### config.mk
export PLATFORM = sky130hd
export DESIGN_NAME = bht_update_queue
export DESIGN_NICKNAME = d
export VERILOG_FILES = /design/src/rtl/riscv.sv /design/src/rtl/ariane_pkg.sv /design/src/rtl/bht_update_queue.sv
export SDC_FILE = /design/constraint.sdc
export NUM_CORES = 1
export LEC_CHECK = 0
export ABC_AREA = 0
export CORE_ASPECT_RATIO = 1.25
export CORE_MARGIN = 4
export CORE_UTILIZATION = 55
export DETAILED_ROUTE_END_ITERATION = 7
export GPL_TIMING_DRIVEN = 1
export PLACE_DENSITY = 0.78
export SETUP_SLACK_MARGIN = 0.1
export SLEW_MARGIN = 20
export SYNTH_ARGS = -nofsm -noshare
export SYNTH_HDL_FRONTEND = slang
export SYNTH_SLANG_ARGS = --single-unit
### constraint.sdc
create_clock -name clk_i -period 9.4 [get_ports clk_i]
set_input_delay 1.88 -clock clk_i [delete_from_list [all_inputs] [get_ports clk_i]]
set_output_delay 1.88 -clock clk_i [all_outputs]
set_load 0.05 [all_outputs]
### src/rtl/riscv.sv
// Core-wide RISC-V architectural constants used by the frontend interfaces.
package riscv;

    localparam int unsigned VLEN = 64;

endpackage

### src/rtl/ariane_pkg.sv
// Shared frontend types: the branch-history-table update record and queue defaults.
package ariane_pkg;

    localparam int unsigned BHT_UPD_QUEUE_DEPTH = 4;

    typedef struct packed {
        logic                   valid;
        logic [riscv::VLEN-1:0] pc;
        logic                   taken;
    } bht_update_t;

endpackage

### src/rtl/bht_update_queue.sv
// Buffers resolved conditional-branch outcomes and hands them to the BHT one per
// accepted cycle, merging repeated outcomes for the same PC into the youngest entry.
module bht_update_queue
    import ariane_pkg::*;
#(
    parameter int unsigned DEPTH    = BHT_UPD_QUEUE_DEPTH,
    parameter bit          COALESCE = 1'b1
) (
    input  logic                   clk_i,
    input  logic                   rst_ni,
    input  logic                   flush_i,
    input  logic                   debug_mode_i,
    input  logic                   resolved_valid_i,
    input  logic [riscv::VLEN-1:0] resolved_pc_i,
    input  logic                   resolved_taken_i,
    input  logic                   resolved_is_cond_i,
    input  logic                   bht_ready_i,
    output bht_update_t            bht_update_o,
    output logic                   full_o,
    output logic [7:0]             drop_cnt_o
);

    localparam int unsigned PW = (DEPTH > 1) ? $clog2(DEPTH) : 1;
    localparam int unsigned CW = PW + 1;
    localparam logic [CW-1:0] DEPTH_C = CW'(DEPTH);

    logic [PW-1:0]          head_q, head_d;
    logic [PW-1:0]          tail_q, tail_d;
    logic [CW-1:0]          count_q, count_d;
    logic [riscv::VLEN-1:0] pc_q [DEPTH];
    logic [riscv::VLEN-1:0] pc_d [DEPTH];
    logic [DEPTH-1:0]       taken_q, taken_d;
    logic [7:0]             drop_cnt_q, drop_cnt_d;

    logic          accept;
    logic          out_valid;
    logic          pop;
    logic          coalesce;
    logic          push;
    logic          overflow;
    logic [PW-1:0] youngest;

    // Classify this cycle's event: accept, pop, merge into the youngest entry, push, or drop.
    always_comb begin
        youngest  = tail_q - PW'(1);
        accept    = resolved_valid_i & resolved_is_cond_i & ~debug_mode_i & ~flush_i;
        out_valid = (count_q != '0) & ~flush_i & ~debug_mode_i;
        pop       = out_valid & bht_ready_i;
        coalesce  = COALESCE & accept & (count_q != '0)
                  & (pc_q[youngest] == resolved_pc_i)
                  & ~(pop & (count_q == CW'(1)));
        push      = accept & ~coalesce & ((count_q != DEPTH_C) | pop);
        overflow  = accept & ~coalesce & (count_q == DEPTH_C) & ~pop;
    end

    // Next queue state; a flush empties the queue but keeps the drop history.
    always_comb begin
        head_d     = head_q;
        tail_d     = tail_q;
        count_d    = count_q;
        pc_d       = pc_q;
        taken_d    = taken_q;
        drop_cnt_d = drop_cnt_q;
        if (flush_i) begin
            head_d  = '0;
            tail_d  = '0;
            count_d = '0;
        end else begin
            if (coalesce) begin
                taken_d[youngest] = resolved_taken_i;
            end
            if (push) begin
                pc_d[tail_q]    = resolved_pc_i;
                taken_d[tail_q] = resolved_taken_i;
                tail_d          = tail_q + PW'(1);
            end
            if (pop) begin
                head_d = head_q + PW'(1);
            end
            if (push & ~pop) begin
                count_d = count_q + CW'(1);
            end else if (pop & ~push) begin
                count_d = count_q - CW'(1);
            end
            if (overflow && (drop_cnt_q != 8'hFF)) begin
                drop_cnt_d = drop_cnt_q + 8'd1;
            end
        end
    end

    // Register the queue state; reset wipes storage so the idle output reads all zeros.
    always_ff @(posedge clk_i) begin
        if (!rst_ni) begin
            head_q     <= '0;
            tail_q     <= '0;
            count_q    <= '0;
            taken_q    <= '0;
            drop_cnt_q <= '0;
            for (int i = 0; i < int'(DEPTH); i++) begin
                pc_q[i] <= '0;
            end
        end else begin
            head_q     <= head_d;
            tail_q     <= tail_d;
            count_q    <= count_d;
            taken_q    <= taken_d;
            drop_cnt_q <= drop_cnt_d;
            for (int i = 0; i < int'(DEPTH); i++) begin
                pc_q[i] <= pc_d[i];
            end
        end
    end

    // Present the head entry; valid is masked while flushing or in debug mode.
    always_comb begin
        bht_update_o       = '0;
        bht_update_o.valid = out_valid;
        bht_update_o.pc    = pc_q[head_q];
        bht_update_o.taken = taken_q[head_q];
        full_o             = (count_q == DEPTH_C);
        drop_cnt_o         = drop_cnt_q;
    end

endmodule
### Word level (Yosys, flattened, before mapping)

Cells that the tools add are included.

| storage, ports and cells | value |
|---|---|
| output and inout port bits | 75 |
| logic and storage cells | 87 |
| register bits | 275 |

| cells by class | value |
|---|---|
| $add $sub $neg | 6 |
| reduce and logical (&&, ||, !) cells | 9 |
| eq/ne operators | 5 |
| bitwise gates (word level) | 27 |
| mux-type cells | 22 |
| $lt $le $gt $ge | 9 |

Operators with widths:

| kind | number |
|---|---|
| two-way mux 64 bit | 5 |
| binary-select mux 64 bit (select 2 bit) | 2 |
| bitwise mux 256 bit | 1 |
| demux 64 bit (select 2 bit) | 1 |
| == test 64 bit | 1 |
| AND 1 bit | 16 |
| two-way mux 4 bit | 3 |
| greater-or-equal comparator 3 bit, second input constant | 3 |
| less-than comparator 2 x 3 -> 1 bit, second input constant | 3 |
| NOT 2 -> 3 bit | 3 |
| adder 8 x 1 -> 8 bit, second input constant | 1 |
| bitwise mux 4 bit | 2 |
| inequality test 8 bit, second input constant | 1 |
| NOT 1 bit | 7 |
| two-way mux 3 bit | 2 |
| adder 2 x 1 -> 2 bit, second input constant | 2 |
| demux 1 bit (select 2 bit) | 2 |
| greater-or-equal comparator 2 x 1 -> 1 bit, second input constant | 2 |
| logical AND 1 bit | 4 |
| AND reduction 2 bit | 2 |
| adder 3 x 1 -> 3 bit, second input constant | 1 |
| == test 3 x 1 -> 1 bit, second input constant | 1 |
| == test 3 bit, second input constant | 1 |
| less-than comparator 3 x 1 -> 1 bit, second input constant | 1 |
| other kinds (9) | 11 |

### Longest topological paths before layout

| logic depth | value |
|---|---|
| depth after elaboration | 15 |
| mapped depth | 22 |
| mapped depth without buffers | 15 |

### Least setup slack after synthesis

OpenSTA, ideal clock, no wires.

| timing path | value |
|---|---|
| path type | input to output |
| start point | input port flush_i |
| end point | output port bht_update_o[65] in the netlist's numbering |
| arrival time | 2.586 ns |
| data required time | 7.520 ns |
| stages | 3 |
| path slack | 4.934 ns |
| cell sequence | or2_2 > a21oi_1 > buf_4 |

| on the way | value |
|---|---|
| word-level cells in the longest chain between the ends | 3 |

Ends and longest elaborated chain:

| element | line | source |
|---|---|---|
| from (decl) | bht_update_queue.sv:11 | `input logic flush_i,` |
| NOT 1 bit (no line) | -- |  |
| AND 1 bit (2 in series) | bht_update_queue.sv:47 | `out_valid = (count_q != '0) & ~flush_i & ~debug_mode_i;` |
| to (decl) | bht_update_queue.sv:18 | `output bht_update_t bht_update_o,` |

No other way between the ends.

### Worst setup path in the final report

| timing path | value |
|---|---|
| start point | register tail_q[0] |
| end point | register pc_q[147] in the netlist's numbering |

| on the way | value |
|---|---|
| word-level cells in the longest chain between the ends | 12 |

Ends and longest elaborated chain:

| element | line | source |
|---|---|---|
| from (decl) | bht_update_queue.sv:28 | `logic [PW-1:0] tail_q, tail_d;` |
| from (signal assigned) | bht_update_queue.sv:104 | `tail_q <= tail_d;` |
| subtractor 2 x 1 -> 2 bit | bht_update_queue.sv:45 | `youngest = tail_q - PW'(1);` |
| named net youngest[0] | bht_update_queue.sv:41 | `logic [PW-1:0] youngest;` |
| NOT 2 -> 3 bit (not written as such) | bht_update_queue.sv:50 | `& (pc_q[youngest] == resolved_pc_i)` |
| binary-select mux 64 bit (select 2 bit) | bht_update_queue.sv:50 |  |
| two-way mux 64 bit (not written as such) (2 in series) | bht_update_queue.sv:50 |  |
| == test 64 bit | bht_update_queue.sv:50 |  |
| AND 1 bit | bht_update_queue.sv:50 |  |
| AND 1 bit | bht_update_queue.sv:51 | `& ~(pop & (count_q == CW'(1)));` |
| NOT 1 bit | bht_update_queue.sv:52 | `push = accept & ~coalesce & ((count_q != DEPTH_C) \| pop);` |
| AND 1 bit (2 in series) | bht_update_queue.sv:52 |  |
| AND reduction 2 bit (no line) | -- |  |
| to (signal, indexed assignment) | bht_update_queue.sv:109 | `pc_q[i] <= pc_d[i];` |
| to (decl) | bht_update_queue.sv:30 | `logic [riscv::VLEN-1:0] pc_q [DEPTH];` |

The timed path passes the listed nets, and every way through them passes these cells. The select of a mux whose other input is x is not followed.
A chain may end at the register's enable or synchronous reset.

==> results.sh <==
export IMPL_status="complete, no violations"
export IMPL_place_hpwl_um=25900
export IMPL_grt_setup_unrepaired="false"
export IMPL_period_share_pct=71.0
export IMPL_clk_pin_slew_ns=0.06
export IMPL_cts_setup_buffers=0
export IMPL_drt_iter0_drc=827
export IMPL_routed_via_density=6.14
export IMPL_worst_slack_ns=2.72
export IMPL_fmax_mhz=150
export IMPL_synth_seq_area_share_pct=36.2
export IMPL_final_nets=1559
export IMPL_synth_fa_ha_area_share_pct=0.822
export IMPL_areaGrowthSynthToFinish_pct=15.6
export IMPL_cts_buffers=30
export IMPL_ant_nets=0
export IMPL_muxShareOfSynthArea_pct=32.9
export IMPL_synth_area_um2=15200
export IMPL_rows=67
export IMPL_worstPathRequired_ns=9.83
export IMPL_synth_avg_cell_area_um2=10.8
export IMPL_slew_viol_final=0
export IMPL_min_path_type="flip-flop to flip-flop"
export IMPL_synth_flop_cell="dfxtp_1"
export IMPL_ys_ff_latch=275
export IMPL_cp_endpoint="pc_q[147]"
export IMPL_clk_latency_ns=0.56
export IMPL_cp_end_kind="flip-flop"
export IMPL_synthArstFlopShare_pct=0
export IMPL_ioPinCount=147
export IMPL_drtPass1Iterations=5
export IMPL_synth_nets=1487
export IMPL_critPathLaunch="tail_q[0]"
export IMPL_design_core_area_um2=27100
export IMPL_finalSetupViolCount=0
export IMPL_cts_root_buf="clkbuf_16"
export IMPL_drive_gt1_share_pct=13.2
export IMPL_start_util_pct=56.2
export IMPL_hold_viol=0
export IMPL_crit_arrival_ns=7.11
export IMPL_synth_xor_area_share_pct=2.99
export IMPL_yosys_area_top_type="dfxtp_1"
export IMPL_fp_dieW_um=157
export IMPL_fin_util_pct=65.0
export IMPL_gr_total_overflow=0
export IMPL_critPathLaunchType="flip-flop"
export IMPL_path_class="flip-flop to flip-flop"
export IMPL_final_common_cell="dfxtp_1"
export IMPL_ctsHtreeMaxLevel=1
export IMPL_yosys_area_share_simple_pct=15.2
export IMPL_leakage_nw=6.95
export IMPL_power_density_nw_per_um2=146
export IMPL_r2r_slack_ns=2.72
export IMPL_fin_skew_ns=0.0165
export IMPL_r2r_end="pc_q[147]"
export IMPL_reg2reg_from="tail_q[0]"
export IMPL_reg2reg_depth=12
export IMPL_port_buffers=146
export IMPL_dieHeight_um=194
export IMPL_period_needed_ns=6.68
export IMPL_syn_inst=1405
export IMPL_grt_max_degree=157
export IMPL_wl_um=40700
export IMPL_yosysWarnings=0
export IMPL_antenna_found_initial=1
export IMPL_synth_area_top_cells="dfxtp_1 36%, mux2i_1 16%, mux4_2 16%"
export IMPL_grt_use_total_pct=26.4
export IMPL_synth_compound_area_share_pct=6.63
export IMPL_synth_edf_count=0
export IMPL_globalplace_congestion=0.926
export IMPL_grt_pass1_wl_um=64500
export IMPL_hold_ws_ns=0.465
export IMPL_grt_pass1_vias=11600
export IMPL_synth_distinct_cells=64
export IMPL_max_slew_margin_pct=28.9
export IMPL_cts_hold_buf=0
export IMPL_cts_sinks=275
export IMPL_cts_resized=0
export IMPL_cts_tree="built"
export IMPL_layout_common_cells="272 x dfxtp_1, 245 x mux2i_1, 195 x nor2b_1, 145 x clkdlybuf4s50_1, 108 x mux4_2"
export IMPL_die_area_um2=30400
export IMPL_vias=11300
export IMPL_tightest_slew_ns=1.04
export IMPL_cap_violations=0
export IMPL_power_mw=2.57
export IMPL_ir_drop_mv=0.131
export IMPL_worstPathMaxFanout=51
export IMPL_drc=0
export IMPL_synth_top_family_by_area="multiplexers"
export IMPL_synth_top_cell_area_share_pct=36.2
export IMPL_pre_cts_slack_ns=2.52
export IMPL_tns_ns=0
export IMPL_clk_path_buf_depth=3
export IMPL_wl_per_cell_um=22.1
[cell families (layout without fill, tap and decap cells)]
family,count (synthesis),count (layout)
AOI/OAI and AO/OA,137,137
xor gates and xnor gates,52,52
adders and majority gates,10,10
buffers and inverters,152,245
DFF,275,275
muxes,364,364
other,0,1
and+or+nand+nor,415,415
[layout make-up]
type,count,area [um2]
sequential,275,5520
fill,2171,9480
clock buffer,41,903
multi-input combinational,978,8940
antenna,1,2.50
timing repair buffer,159,1560
tap,345,432
inverter,33,124
clock inverter,12,116
[cells in the mapped netlist, types with 3 or more instances]
library cell  number
clkbuf_1          65
nor3_1             6
nand3_1           74
nor2_1            15
mux4_2           108
a21oi_1            5
nand2b_1           6
o32ai_1            3
a222oi_1           3
o22ai_1            8
nand4_1            5
a21boi_1          19
inv_1             32
mux2i_1          245
buf_2             10
ha_1              10
xnor2_1           37
o21ai_0           14
nor4_1             5
nand2_1           85
o21ai_1            4
buf_6             23
xor2_1            15
buf_1             11
or3_1              5
and3_1             3
nor2b_1          195
a21boi_0          49
mux2_2            10
buf_4              9
dfxtp_1          275
o2bb2ai_1          3
a311oi_1           3
nand4_2            3
and2_1             4
[report_power, final]
part | switching (mW) | internal [mW]
Sequential | 0.00586 | 1.17
Clock | 0.482 | 0.721
Combinational | 0.103 | 0.0843
[per-layer routing]
layer	share of wire, %	track usage [%]	vias to the layer above
met4	3.8	9.52	0
met5	0	0	-
li1	-	-	5199
met2	50	44.6	399
met3	6.8	4.58	96
met1	40	33.8	5628
[flip-flops by register name (all words and copies together) (netlist names)]
register and flops:
pc_q 256, drop_cnt_o 8, taken_q 4, count_q 3, head_q 2, tail_q 2
[per-stage QoR]
stage          cell area, um2  instances
6_report                17600       1844
5_1_grt                 17600       1844
4_1_cts                 17600       1843
3_5_place_dp            16600       1790
3_3_place_gp            16600       1790
2_1_floorplan           15200       1405
[critical path, cell delays in order, from the launching register on]
cell and delay (ns):
dfxtp_4 0.61, inv_1 0.15, ha_2 0.63, buf_4 0.51, clkinv_1 0.63, a32o_1 0.45, or4_1 0.62, nor4_4 0.40
nand4b_4 0.60, nand4_4 0.60, buf_4 0.86, mux2i_1 0.30, nor2b_1 0.07
[worst min path at each step]
stage	from	endpoint	slack, ns	depth (start not counted)
2_1_floorplan	taken_q[2]	taken_q[2]	0.43	2
3_3_place_gp	taken_q[0]	taken_q[0]	0.44	2
3_5_place_dp	taken_q[1]	taken_q[1]	0.45	2
4_1_cts	taken_q[0]	taken_q[0]	0.46	2
5_1_grt	taken_q[1]	taken_q[1]	0.48	2
6_report	taken_q[0]	taken_q[0]	0.46	2
Note: power is estimated with default switching activity, not from simulation.
